==> src/rtl/ftdi_frame_loopback_if.sv <==
// Byte-stream handshake bundle between ftdiController and the frame loopback client.
// slave = loopback block, master = controller side.
interface ftdi_frame_loopback_if;
    logic       in_rx_hsk_req;
    logic [7:0] in_rx_data;
    logic       out_rx_hsk_ack;
    logic       out_rx_en;
    logic       out_tx_hsk_req;
    logic [7:0] out_tx_data;
    logic       in_tx_hsk_ack;

    modport slave (
        input  in_rx_hsk_req, in_rx_data, in_tx_hsk_ack,
        output out_rx_hsk_ack, out_rx_en, out_tx_hsk_req, out_tx_data
    );

    modport master (
        output in_rx_hsk_req, in_rx_data, in_tx_hsk_ack,
        input  out_rx_hsk_ack, out_rx_en, out_tx_hsk_req, out_tx_data
    );
endinterface

==> src/rtl/ftdi_frame_loopback.sv <==
// Parses SYNC/LEN/payload/CHK host frames and echoes them back, or answers with a NAK frame.
// Optional inter-byte timeout (NAK code 3) is built when FRAME_TIMEOUT_EN is defined.
module ftdi_frame_loopback #(
    parameter int         MAX_LEN        = 16,
    parameter logic [7:0] SYNC_RX        = 8'hA5,
    parameter logic [7:0] SYNC_TX        = 8'h5A,
    parameter int         TIMEOUT_CYCLES = 65535
) (
    input  logic                        in_clk,
    input  logic                        in_rst,
    ftdi_frame_loopback_if.slave        bus,
    output logic                        out_busy,
    output logic                        out_err,
    output logic [1:0]                  out_err_code
);
    localparam int         IDX_W   = (MAX_LEN > 1) ? $clog2(MAX_LEN) : 1;
    localparam logic [7:0] LEN_MAX = 8'(MAX_LEN);

    typedef enum logic [2:0] {S_HUNT, S_LEN, S_PAYLOAD, S_CHK, S_TX, S_NAK} state_t;
    state_t r_state, w_nxt;

    logic             r_rx_ack, r_done, r_done_nak, r_tx_req, r_tx_wait, r_err;
    logic [1:0]       r_err_code, r_nak_code, w_err_code;
    logic [7:0]       r_len, r_chk, r_cnt, r_tx_data, w_tx_byte;
    logic [8:0]       r_tx_idx, w_tx_last_idx;
    logic [IDX_W-1:0] w_buf_idx;
    logic [7:0]       r_buf [MAX_LEN];
    logic             w_rx_st, w_parse, w_tx_st, w_accept, w_len_bad;
    logic             w_tx_step, w_tx_done, w_enter_out, w_timeout;

    assign w_parse   = (r_state == S_LEN) || (r_state == S_PAYLOAD) || (r_state == S_CHK);
    assign w_rx_st   = w_parse || (r_state == S_HUNT);
    assign w_tx_st   = (r_state == S_TX) || (r_state == S_NAK);
    // r_done parks the parser after the last byte until its ack has fully dropped
    assign w_accept  = w_rx_st && !r_rx_ack && !r_done && bus.in_rx_hsk_req;
    assign w_len_bad = (bus.in_rx_data == 8'd0) || (bus.in_rx_data > LEN_MAX);

    assign w_tx_last_idx = (r_state == S_TX) ? ({1'b0, r_len} + 9'd2) : 9'd2;
    assign w_tx_step     = w_tx_st && r_tx_wait && !bus.in_tx_hsk_ack;
    assign w_tx_done     = w_tx_step && (r_tx_idx == w_tx_last_idx);
    assign w_buf_idx     = IDX_W'(r_tx_idx - 9'd2);

`ifdef FRAME_TIMEOUT_EN
    localparam int TO_W = $clog2(TIMEOUT_CYCLES + 1);
    logic [TO_W-1:0] r_to_cnt;
    logic            w_to_run;

    // Idle means no byte in flight: any req or ack activity restarts the count
    assign w_to_run  = w_parse && !r_done && !r_rx_ack && !bus.in_rx_hsk_req;
    assign w_timeout = w_to_run && (r_to_cnt == TO_W'(TIMEOUT_CYCLES - 1));

    always_ff @(posedge in_clk or posedge in_rst) begin
        if (in_rst)         r_to_cnt <= '0;
        else if (!w_to_run) r_to_cnt <= '0;
        else                r_to_cnt <= r_to_cnt + 1'b1;
    end
`else
    assign w_timeout = 1'b0;
`endif

    always_ff @(posedge in_clk or posedge in_rst) begin
        if (in_rst) r_state <= S_HUNT;
        else        r_state <= w_nxt;
    end

    always_comb begin
        w_nxt      = r_state;
        w_err_code = r_nak_code;
        case (r_state)
            S_HUNT: if (w_accept && bus.in_rx_data == SYNC_RX) w_nxt = S_LEN;
            S_LEN, S_PAYLOAD, S_CHK: begin
                if (r_done && !r_rx_ack) begin
                    w_nxt = r_done_nak ? S_NAK : S_TX;
                end else if (w_timeout) begin
                    w_nxt      = S_NAK;
                    w_err_code = 2'd3;
                end else if (w_accept) begin
                    if (r_state == S_LEN && !w_len_bad)                   w_nxt = S_PAYLOAD;
                    else if (r_state == S_PAYLOAD && r_cnt == r_len - 8'd1) w_nxt = S_CHK;
                end
            end
            S_TX, S_NAK: if (w_tx_done) w_nxt = S_HUNT;
            default: w_nxt = S_HUNT;
        endcase
    end

    assign w_enter_out = !w_tx_st && (w_nxt == S_TX || w_nxt == S_NAK);

    always_comb begin
        w_tx_byte = r_chk;
        if (r_tx_idx == 9'd0)                w_tx_byte = SYNC_TX;
        else if (r_tx_idx == 9'd1)           w_tx_byte = (r_state == S_TX) ? r_len : 8'h00;
        else if (r_state == S_NAK)           w_tx_byte = {6'b0, r_err_code};
        else if (r_tx_idx != w_tx_last_idx)  w_tx_byte = r_buf[w_buf_idx];
    end

    always_ff @(posedge in_clk or posedge in_rst) begin
        if (in_rst) begin
            r_rx_ack   <= 1'b0;
            r_done     <= 1'b0;
            r_done_nak <= 1'b0;
            r_nak_code <= 2'd0;
            r_len      <= 8'd0;
            r_chk      <= 8'd0;
            r_cnt      <= 8'd0;
            r_tx_idx   <= 9'd0;
            r_tx_req   <= 1'b0;
            r_tx_wait  <= 1'b0;
            r_tx_data  <= 8'd0;
            r_err      <= 1'b0;
            r_err_code <= 2'd0;
        end else begin
            r_err <= 1'b0;
            if (w_accept) begin
                r_rx_ack <= 1'b1;
                case (r_state)
                    S_LEN: begin
                        if (w_len_bad) begin
                            r_done     <= 1'b1;
                            r_done_nak <= 1'b1;
                            r_nak_code <= 2'd2;
                        end else begin
                            r_len <= bus.in_rx_data;
                            r_chk <= bus.in_rx_data;
                            r_cnt <= 8'd0;
                        end
                    end
                    S_PAYLOAD: begin
                        r_chk <= r_chk ^ bus.in_rx_data;
                        r_cnt <= r_cnt + 8'd1;
                    end
                    S_CHK: begin
                        r_done     <= 1'b1;
                        r_done_nak <= (bus.in_rx_data != r_chk);
                        r_nak_code <= 2'd1;
                    end
                    default: ;
                endcase
            end else if (r_rx_ack && !bus.in_rx_hsk_req) begin
                r_rx_ack <= 1'b0;
            end

            if (w_enter_out) begin
                r_done    <= 1'b0;
                r_tx_idx  <= 9'd0;
                r_tx_req  <= 1'b0;
                r_tx_wait <= 1'b0;
                if (w_nxt == S_NAK) begin
                    r_err      <= 1'b1;
                    r_err_code <= w_err_code;
                end
            end else if (w_tx_st) begin
                if (!r_tx_req && !r_tx_wait) begin
                    r_tx_req  <= 1'b1;
                    r_tx_data <= w_tx_byte;
                end else if (r_tx_req && bus.in_tx_hsk_ack) begin
                    r_tx_req  <= 1'b0;
                    r_tx_wait <= 1'b1;
                end else if (w_tx_step) begin
                    r_tx_wait <= 1'b0;
                    r_tx_idx  <= r_tx_idx + 9'd1;
                end
            end
        end
    end

    always_ff @(posedge in_clk) begin
        if (w_accept && r_state == S_PAYLOAD) r_buf[r_cnt[IDX_W-1:0]] <= bus.in_rx_data;
    end

    assign bus.out_rx_hsk_ack = r_rx_ack;
    assign bus.out_rx_en      = w_rx_st;
    assign bus.out_tx_hsk_req = r_tx_req;
    assign bus.out_tx_data    = r_tx_data;
    assign out_busy           = (r_state != S_HUNT);
    assign out_err            = r_err;
    assign out_err_code       = r_err_code;
endmodule

==> src/flat_wrapper.sv <==
// flat-port wrapper written by rule: the top's interface ports become plain ports
module ftdi_frame_loopback_flat 
#(
    parameter int         MAX_LEN        = 16,
    parameter logic [7:0] SYNC_RX        = 8'hA5,
    parameter logic [7:0] SYNC_TX        = 8'h5A,
    parameter int         TIMEOUT_CYCLES = 65535
)
  (in_clk, in_rst, out_busy, out_err, out_err_code, bus_in_rx_hsk_req, bus_in_rx_data, bus_in_tx_hsk_ack, bus_out_rx_hsk_ack, bus_out_rx_en, bus_out_tx_hsk_req, bus_out_tx_data);
  ftdi_frame_loopback_if bus_i ();
  input  logic in_clk;
  input  logic in_rst;
  output logic out_busy;
  output logic out_err;
  output logic [1:0] out_err_code;
  input wire logic [$bits(bus_i.in_rx_hsk_req)-1:0] bus_in_rx_hsk_req;
  input wire logic [$bits(bus_i.in_rx_data)-1:0] bus_in_rx_data;
  input wire logic [$bits(bus_i.in_tx_hsk_ack)-1:0] bus_in_tx_hsk_ack;
  output wire logic [$bits(bus_i.out_rx_hsk_ack)-1:0] bus_out_rx_hsk_ack;
  output wire logic [$bits(bus_i.out_rx_en)-1:0] bus_out_rx_en;
  output wire logic [$bits(bus_i.out_tx_hsk_req)-1:0] bus_out_tx_hsk_req;
  output wire logic [$bits(bus_i.out_tx_data)-1:0] bus_out_tx_data;
  assign bus_i.in_rx_hsk_req = bus_in_rx_hsk_req;
  assign bus_i.in_rx_data = bus_in_rx_data;
  assign bus_i.in_tx_hsk_ack = bus_in_tx_hsk_ack;
  assign bus_out_rx_hsk_ack = bus_i.out_rx_hsk_ack;
  assign bus_out_rx_en = bus_i.out_rx_en;
  assign bus_out_tx_hsk_req = bus_i.out_tx_hsk_req;
  assign bus_out_tx_data = bus_i.out_tx_data;
  ftdi_frame_loopback #(.MAX_LEN(MAX_LEN), .SYNC_RX(SYNC_RX), .SYNC_TX(SYNC_TX), .TIMEOUT_CYCLES(TIMEOUT_CYCLES)) u_core (.in_clk(in_clk), .in_rst(in_rst), .bus(bus_i), .out_busy(out_busy), .out_err(out_err), .out_err_code(out_err_code));
endmodule
==> config.mk <==
export PLATFORM = sky130hd
export DESIGN_NAME = ftdi_frame_loopback_flat
export DESIGN_NICKNAME = d
export VERILOG_FILES = /design/src/rtl/ftdi_frame_loopback_if.sv /design/src/rtl/ftdi_frame_loopback.sv /design/src/flat_wrapper.sv
export SDC_FILE = /design/constraint.sdc
export NUM_CORES = 1
export LEC_CHECK = 0
export ABC_AREA = 1
export ABC_CLOCK_PERIOD_IN_PS = 5700
export CAP_MARGIN = 30
export CORE_ASPECT_RATIO = 1.75
export CORE_UTILIZATION = 60
export DETAILED_ROUTE_END_ITERATION = 6
export PLACE_DENSITY = 0.74
export SLEW_MARGIN = 5
export SYNTH_ARGS = -nofsm -noshare
export SYNTH_HDL_FRONTEND = slang
export SYNTH_SLANG_ARGS = --single-unit
==> constraint.sdc <==
create_clock -name in_clk -period 5.7 [get_ports in_clk]
set_clock_uncertainty 0.05 [all_clocks]
set_input_delay 1.14 -clock in_clk [delete_from_list [all_inputs] [get_ports in_clk]]
set_output_delay 1.14 -clock in_clk [all_outputs]
set_load 0.03 [all_outputs]
==> impl_results.md <==
* Max Fanout on Critical Path at 19
* CTS tree: yes
* H-tree Lvls at 4
* Non-Filler Instances at between 1,000 and 1,500
* Core ar. at about 14,000 sq um
* Starting Density at between 60% and 70%
* Post-route ant nets at 0
* Drt wl/cell at between 20 and 25 um
* Number of diodes at 0
* Most frequent cells in the layout: nand2_1 (221), edfxtp_1 (128), nor2_1 (68)
* Min cycle time layout at around 3.4 ns
* Worst setup SP type: primary input
* Critical Path RT at 6.01 ns
* Num CTS Buffers at 17
* Initial DRC count at 572
* Drt drc at 0
* Max Slew Vio Count at 0
* Reg2reg path depth at 12
* Post-route design area at between 9000 and 10,000 sq um
* Setup TNS at 0 ns
* Share of layout cells above drive strength 1 at between 7 and 8%
* Worst slack at placement at approximately 1.9 ns
* Horiz. Die Dim at roughly 92 um
* Initial antenna violation count at 0
* Register area share after synthesis at between 60% and 70%
* Maxcap violations at 0
* Final hold violation count at 0
* DP Wirelength at 15.34 mm
* Hold WS at between 0.4 and 0.5 ns
* Worst EP arrival at approximately 3.7 ns
* Worst-Margin Slew at 1.049 ns
* Power Internal at 2.172 mW
* Comb pwr share at about 1.5%
* Status: complete, no violations
* Leakage at approximately 3.9 nW
* Die area at between 10,000 and 15,000 sq um
* Pin count of the biggest net entering global routing at between 70 and 80
* Top FF cell, synth: edfxtp_1
* Post-synth EDFFs at around 130
* Number of cell rows at 57
* Cell Area, Synth at ~8600 sq um
* Gr usage total at roughly 33%
* DR pass1 iterations at 5
* Peak supply drop at between 200 and 250 uV
* Synthesis-to-layout area growth at 12.27%
* Placement Cell Area at 8985 sq um
* Syn Inst Count at 852
* First-pass GRT wire length at 35.53 mm
* Flops & latches, synth at between 150 and 200
* Hold Path Class: flop to flop
* Fmax at slightly below 300 MHz
* Commonest non-fill, non-tap cell in the layout: nand2_1
* Final wirelength at 22.47 mm
* Switching Share at 20.37%
* Post-CTS sizing at 0
* Global route total overflow at 0
* Clk_lat worst skew at 0.43 ns
* Final WS setup at ~2.3 ns
* FF-to-FF setup slack at 2.74 ns
* Period utilisation layout at between 50% and 60%
* Clk root buf: clkbuf_16
* RSZ-0062 raised after global routing: false
* Routed vias at roughly 6,500
* Critical Path End: u_core.r_cnt[6]
* Syn Area/Cell at 10.07 sq um
* GP Congestion at approximately 0.96
* Distinct cell type count of the synthesized netlist at 47
* Seq pwr share at 52.0%
* Vias per cell at approximately 6.1
* Switch Pwr at about 0.56 mW
* Pwr dens at about 280 nW/um^2
* CTS max path bufs at 2
* Setup Viol. Count Final at 0
* Kind of critical path: primary input to flop
* Buffers added on ports at 26
* Clock Power Share at a little under half
* I/O Pins at 27
* Clock sinks at roughly 180
* Height of the chip at ~160 um
* Setup crit end kind: flop
* Layout Nets at ~900
* Post CTS Setup Buffer Count at 0
* CP startpoint: bus_in_rx_data[2]
* Clock-pin slew on the worst setup and hold paths at about 0.070 ns
* Number of buffers inserted by hold repair at cts at 0
* Syn nets at approximately 900
* Syn. warnings at 0
* Reg2reg start: u_core.r_tx_idx[2]
* Relative slew margins at 29.80%
* Number of global-route vias before repair at between 6,000 and 7,000
* Placed cells at a little over 1,000
* Reg2Reg Capture Point: u_core.bus.out_tx_data[0]
* Ys async rst share at a little under 30%
## per-stage QoR
step / power [mW] / utilization, %
floorplan: 1.456 / -
global placement: 1.485 / 64.61
detailed placement: 1.487 / 64.61
CTS: 2.737 / 69.25
global route: 2.791 / 69.25
finish: 2.728 / 69.25
## worst max-delay path, cell delays in order
cell             delay [ns]
clkdlybuf4s50_1        0.96
inv_1                  0.23
nand4_1                0.24
nand3_4                0.15
nor2_8                 0.26
nor2_4                 0.12
inv_2                  0.14
nand3_2                0.12
nor3_2                 0.14
o21ai_0                0.09
nor2_1                 0.11
## synthesized netlist by cell type, types with 5 or more instances
cell        n  area share, %
o21ai_0    32            1.9
nand4_1    12           0.88
clkbuf_1   11           0.48
buf_2      10           0.58
nor2_4      7           0.92
edfxtp_1  128             45
nand2_1   221            9.7
nand3_1    50            2.9
o22ai_1     8           0.58
inv_2       5           0.22
a32o_1     12            1.4
nor3_1      9           0.53
dfrtp_1    54             16
xnor2_1     9           0.92
a21oi_1    65            3.8
ha_1       12            1.8
nor2_1     68            3.0
xor2_1     16            1.6
inv_1      64            2.8
a22oi_1    15            1.3
## cells by family (layout without fill, tap and decap cells)
kind of cell,after synthesis,count (layout),share of synthesized area [%]
flops,182,182,60.56
simple gates,389,389,20.27
compound gates,145,145,10.14
buf+inv,99,137,4.726
fa+ha+maj,12,12,1.750
xor+xnor,25,25,2.553
## sequential cells by signal, indices dropped and copies added (netlist names), 2 cells and up
signal	flops
u_core.bus.out_tx_data	8
u_core.out_err_code	2
u_core.r_buf	128
u_core.r_chk	8
u_core.r_cnt	8
u_core.r_len	8
u_core.r_nak_code	2
u_core.r_state	3
u_core.r_tx_idx	9
## power groups by stage
stage / registers, mW / clock network, mW / logic (mW)
after floorplan: 1.45 / 0 / 0.0104
after global placement: 1.45 / 0 / 0.0396
after detailed placement: 1.45 / 0 / 0.0408
after CTS: 1.42 / 1.28 / 0.0410
after global routing: 1.42 / 1.33 / 0.0448
final: 1.42 / 1.27 / 0.0405
## layer usage
layer  vias up  GRT usage (%)  wire (um)  share of wire (%)
li1       2992              -          -                  -
met1      3165          35.99       7839                 35
met2       268          57.58      12190                 54
met3        88          4.857        994                4.4
met4         0          20.24       1443                6.4
met5         -              0          0                  0
## cell type report
cell class / instances / area (sq um)
Multi-Input combinational cell: 571 / 2978
Clock inverter: 15 / 220.2
Inverter: 71 / 269.0
Fill cell: 1074 / 4277
Tap cell: 177 / 221.5
Timing Repair Buffer: 34 / 320.3
Sequential cell: 182 / 5196
Clock buffer: 17 / 425.4
## worst min-delay path by stage
stage	startpoint	to	slack [ns]	cells past startpoint
after global placement	u_core.bus.out_tx_data[5]	u_core.bus.out_tx_data[5]	0.42	2
after detailed placement	u_core.bus.out_tx_data[2]	u_core.bus.out_tx_data[2]	0.43	2
after global routing	u_core.bus.out_tx_data[5]	u_core.bus.out_tx_data[5]	0.46	2
after CTS	u_core.bus.out_tx_data[2]	u_core.bus.out_tx_data[2]	0.44	2
after floorplan	u_core.r_nak_code[0]	u_core.out_err_code[0]	0.40	2
final	u_core.bus.out_tx_data[2]	u_core.bus.out_tx_data[2]	0.43	2
No activity file was read; power rests on OpenSTA's default activity.
